File: src/rtl/down_counter_reload.sv
// Loadable down counter with terminal-count pulse, one-shot or auto-reload operation.
// Every output comes straight from a flop; busy/done are registered copies of the next state.
module down_counter_reload #(
    parameter int unsigned WIDTH = 4
) (
    input  logic             clk,
    input  logic             rst,
    input  logic             load,
    input  logic [WIDTH-1:0] load_val,
    input  logic             start,
    input  logic             stop,
    input  logic             en,
    input  logic             mode,
    output logic [WIDTH-1:0] count,
    output logic             tc,
    output logic             busy,
    output logic             done
);

    typedef enum logic [1:0] {StIdle, StRun, StDone} state_e;

    state_e           state_q, state_d;
    logic [WIDTH-1:0] count_q, count_d;
    logic [WIDTH-1:0] reload_q, reload_d;
    logic             tc_q, tc_d;
    logic             busy_q, busy_d;
    logic             done_q, done_d;

    always_comb begin
        state_d  = state_q;
        count_d  = count_q;
        reload_d = reload_q;
        tc_d     = 1'b0;

        if (load) begin
            count_d  = load_val;
            reload_d = load_val;
            state_d  = StIdle;
        end else begin
            unique case (state_q)
                StIdle: begin
                    if (!stop && start && (count_q != '0)) begin
                        state_d = StRun;
                    end
                end
                StRun: begin
                    if (stop) begin
                        state_d = StIdle;
                    end else if (count_q == '0) begin
                        // Unreachable in normal operation; recover to a safe idle state.
                        state_d = StIdle;
                    end else if (en) begin
                        if (count_q != WIDTH'(1)) begin
                            count_d = count_q - WIDTH'(1);
                        end else if (mode) begin
                            count_d = reload_q;
                            tc_d    = 1'b1;
                        end else begin
                            count_d = '0;
                            tc_d    = 1'b1;
                            state_d = StDone;
                        end
                    end
                end
                StDone: begin
                    if (!stop && start && (reload_q != '0)) begin
                        count_d = reload_q;
                        state_d = StRun;
                    end
                end
                default: begin
                    state_d = StIdle;
                end
            endcase
        end

        busy_d = (state_d == StRun);
        done_d = (state_d == StDone);
    end

    always_ff @(posedge clk) begin
        if (rst) begin
            state_q  <= StIdle;
            count_q  <= '0;
            reload_q <= '0;
            tc_q     <= 1'b0;
            busy_q   <= 1'b0;
            done_q   <= 1'b0;
        end else begin
            state_q  <= state_d;
            count_q  <= count_d;
            reload_q <= reload_d;
            tc_q     <= tc_d;
            busy_q   <= busy_d;
            done_q   <= done_d;
        end
    end

    assign count = count_q;
    assign tc    = tc_q;
    assign busy  = busy_q;
    assign done  = done_q;

endmodule

File: config.mk
export PLATFORM = sky130hd
export DESIGN_NAME = down_counter_reload
export DESIGN_NICKNAME = d
export VERILOG_FILES = /design/src/rtl/down_counter_reload.sv
export SDC_FILE = /design/constraint.sdc
export NUM_CORES = 1
export LEC_CHECK = 0
export BUFFER_PORTS_ARGS = -buffer_cell sky130_fd_sc_hd__buf_2
export CORE_AREA = 2 2 40 42
export CTS_BUF_LIST = sky130_fd_sc_hd__clkbuf_8
export CTS_CLUSTER_SIZE = 16
export DETAILED_ROUTE_END_ITERATION = 8
export DIE_AREA = 0 0 42 44
export GPL_TIMING_DRIVEN = 0
export PLACE_DENSITY = 0.8
export SLEW_MARGIN = 20
export SYNTH_ARGS = -nofsm -noshare
export SYNTH_HDL_FRONTEND = slang
export SYNTH_SLANG_ARGS = --single-unit
File: constraint.sdc
create_clock -name clk -period 1.85 [get_ports clk]
set_input_delay 0.0925 -clock clk [delete_from_list [all_inputs] [get_ports clk]]
set_output_delay 0.0925 -clock clk [all_outputs]
set_load 0.02 [all_outputs]
==> impl_results.md <==
- Port bufs: 16
- Core area: about 0.0014 sq mm
- Share of layout cells above drive strength 1: 0.269
- Yosys reg bits: 13
- Post-route setup slack: ~0.15 ns
- Largest net degree at the start of global routing: 11
- Layout Nets: around 110
- Root buffer cell: clkbuf_8
- Crit start category: flip-flop
- Total inserted antenna cells: 0
- Final Instance Count excl. Fillers: ~110
- Clock Skew: roughly 0.00067 ns
- Boundary pin count: 18
- Slew margin rel.: 0.657
- Crit path kind: reg2reg
- Yosys cell types: 27
- CP Cell Sequence: inv_1, ha_1, nor3b_2, nor4b_4, nand3b_1, a211oi_1
- Num rows: 14
- Chip Width: 42 um
- Slew Viols, Final: 0
- F_max: just under 0.6 GHz
- CTS tree: yes
- DRT iter0 DRCs: 31
- Clock transition at path regs: ~0.050 ns
- Min Tclk post-route: roughly 1.7 ns
- CP Depth: 6
- CP endpoint kind: flip-flop
- # clock sinks: 13
- Starting Density: 0.510
- Max stage delay on crit path: 0.39 ns
- Hold_sp: load_val[0]
- 1st-pass router iterations: 5
- Total number of vias: approximately 640
- Vias per inst: just under 6
- Setup TNS: 0 ns
- Outcome: completed
- Unrepaired setup endpoints after global routing: no
- Avg Cell Area, Syn: 10.0 sq um
- Worst skew pair latency: roughly 0.24 ns
- Routed length per instance: ~14 um
- Die height: 44 um
- Reg2reg start: count[0]$_SDFFE_PP0P_
- CP top delay family: simple AND/OR/NAND/NOR gates
- CP arrival: about 1.9 ns
- CP Buf/Inv Count: 1
- Worst path slowest cell: dfxtp_1
- Deepest clock path buffer count: 2
- TritonCTS Buffers: 3
- Syn Inst Count: 72
- GP Congestion: ~0.86
- DRT antenna net count: 0
- Tot GR Track Use: 0.183
- Setup violations, final: 0
- Reg-to-reg slack, setup: 0.15 ns
- H-tree levels: 1
- Maxcap violations: 0
- Inst Count DP: ~100
- Drt total wl: roughly 1500 um
- Hold Crit Class: in2reg
- Max FO, Critical Path: 5
- Mapped cell area: between 700 and 800 sq um
- Register-to-Register Path Depth: 6
- Pre-CTS WS: between 0.05 and 0.06 ns
- Initial antenna violation count: 0
- Seq/Total Area, Yosys: 0.360
- Tcrit/Tclk final: 0.919
- Commonest non-fill, non-tap cell in the layout: buf_2
- Hold path depth: 3
- Syn_nets: 86
- PostCTS Resize Cnt: 0
- Slew @ Worst Pin: roughly 0.52 ns
- # DRC: 0
- Commonest non-fill, non-tap cells in the layout: buf_2, dfxtp_1, inv_1
- Yosys warns: 0
- Vias in the first global route: between 600 and 700
- Final HPWL DP: approximately 1200 um
- Peak VDD IR: 0.000433 V
- Worst Hold End: reload_q[0]$_SDFFE_PP0P_
- Endpoints failing hold: 0
- Area Growth Syn to Fin: 21.1%
- Critical Path RT: about 2.0 ns
- Aggregate global routing overflow: 0
- PD cells: ~800 mW/mm^2
- Leakage: approximately 0.38 nW
- Die area: 0.00185 sq mm
- First-pass GRT wire length: ~2500 um
- R2r endpoint: state_q[1]$_SDFF_PP0_
## final cells by class
type | instances | area (sq um)
timing repair buffer | 17 | 87.6
clock inverter | 1 | 3.75
multi-input combinational | 51 | 433
buffer | 2 | 7.51
inverter | 6 | 22.5
tap | 16 | 20.0
clock buffer | 3 | 41.3
fill | 114 | 543
sequential | 13 | 260
## synth_stat cells
cell | count | area share
dfxtp_1 | 13 | 0.36
inv_1 | 6 | 0.031
a211oi_1 | 4 | 0.042
a21oi_1 | 4 | 0.028
a222oi_1 | 4 | 0.055
mux2i_1 | 4 | 0.055
nor2_1 | 4 | 0.021
nor3_1 | 4 | 0.028
o31ai_1 | 4 | 0.042
ha_1 | 3 | 0.052
nand2b_1 | 2 | 0.017
nor2b_1 | 2 | 0.017
nor3b_2 | 2 | 0.035
o21ai_0 | 2 | 0.014
xor2_1 | 2 | 0.024
a22o_1 | 1 | 0.012
buf_1 | 1 | 0.0052
clkbuf_1 | 1 | 0.0052
nand2_1 | 1 | 0.0052
nand3b_1 | 1 | 0.010
nor3b_1 | 1 | 0.010
nor4_4 | 1 | 0.029
nor4b_1 | 1 | 0.012
nor4b_4 | 1 | 0.033
o21bai_1 | 1 | 0.010
o41ai_4 | 1 | 0.038
or2_1 | 1 | 0.0087
## how the worst max path moves through the flow
stage                          start                    end
6_report       count[0]$_SDFFE_PP0P_  state_q[1]$_SDFF_PP0_
5_1_grt        count[0]$_SDFFE_PP0P_  state_q[1]$_SDFF_PP0_
4_1_cts        count[0]$_SDFFE_PP0P_        done$_SDFF_PP0_
3_5_place_dp   count[0]$_SDFFE_PP0P_  state_q[1]$_SDFF_PP0_
3_3_place_gp   count[0]$_SDFFE_PP0P_        done$_SDFF_PP0_
2_1_floorplan  count[0]$_SDFFE_PP0P_        done$_SDFF_PP0_
## state kept, by name, indices dropped and copies added (netlist names)
name and flops:
done 1, busy 1, state_q 2, reload_q 4, tc 1, count 4
## per-stage QoR
stage / hold slack, ns / util / cell area [sq um] / total power, mW
after floorplan: 0.238 / - / 723 / 0.408
after global placement: 0.351 / 0.580 / 823 / 0.443
after detailed placement: 0.354 / 0.580 / 823 / 0.447
after CTS: 0.106 / 0.612 / 868 / 0.692
after global routing: 0.116 / 0.617 / 876 / 0.719
final: 0.110 / 0.617 / 876 / 0.685
## worst reg2reg max path: cells and delay by family, from the launching register on
family / cells / cell delay, ns
AO/OA/AOI/OAI: 1 / 0.25
adder cells (fa/ha/maj): 1 / 0.20
buffers and inverters: 1 / 0.11
flip-flops: 1 / 0.39
AND/OR/NAND/NOR: 3 / 0.65
## cells by family (layout without fill, tap and decap cells)
family	Yosys count	count (layout)	share of synthesized area
buf+inv	8	29	0.0415
flops	13	13	0.360
compound gates	21	21	0.241
fa+ha+maj	3	3	0.0519
mux	4	4	0.0554
xor+xnor	2	2	0.0242
simple gates	21	21	0.227
## per-layer routing
| layer | vias to the layer above | global-route usage | part of all wire |
|---|---|---|---|
| met5 | - | 0 | 0 |
| met1 | 291 | 0.209 | 0.45 |
| met4 | 0 | 0.142 | 0.022 |
| met2 | 30 | 0.294 | 0.47 |
| met3 | 6 | 0.0458 | 0.063 |
| li1 | 316 | - | - |
## power breakdown
| part | internal, mW | total, mW | leakage, nW | switching [mW] |
|---|---|---|---|---|
| Clock | 0.146 | 0.242 | 0.0269 | 0.0956 |
| Combinational | 0.0566 | 0.129 | 0.246 | 0.0725 |
| Sequential | 0.294 | 0.314 | 0.107 | 0.0195 |
## timing repair
item                       4_1_cts  5_1_grt
hold buffers                     0        0
setup buffers                    0        1
setup endpoints to repair        0        4
No activity file was read; power rests on OpenSTA's default activity.
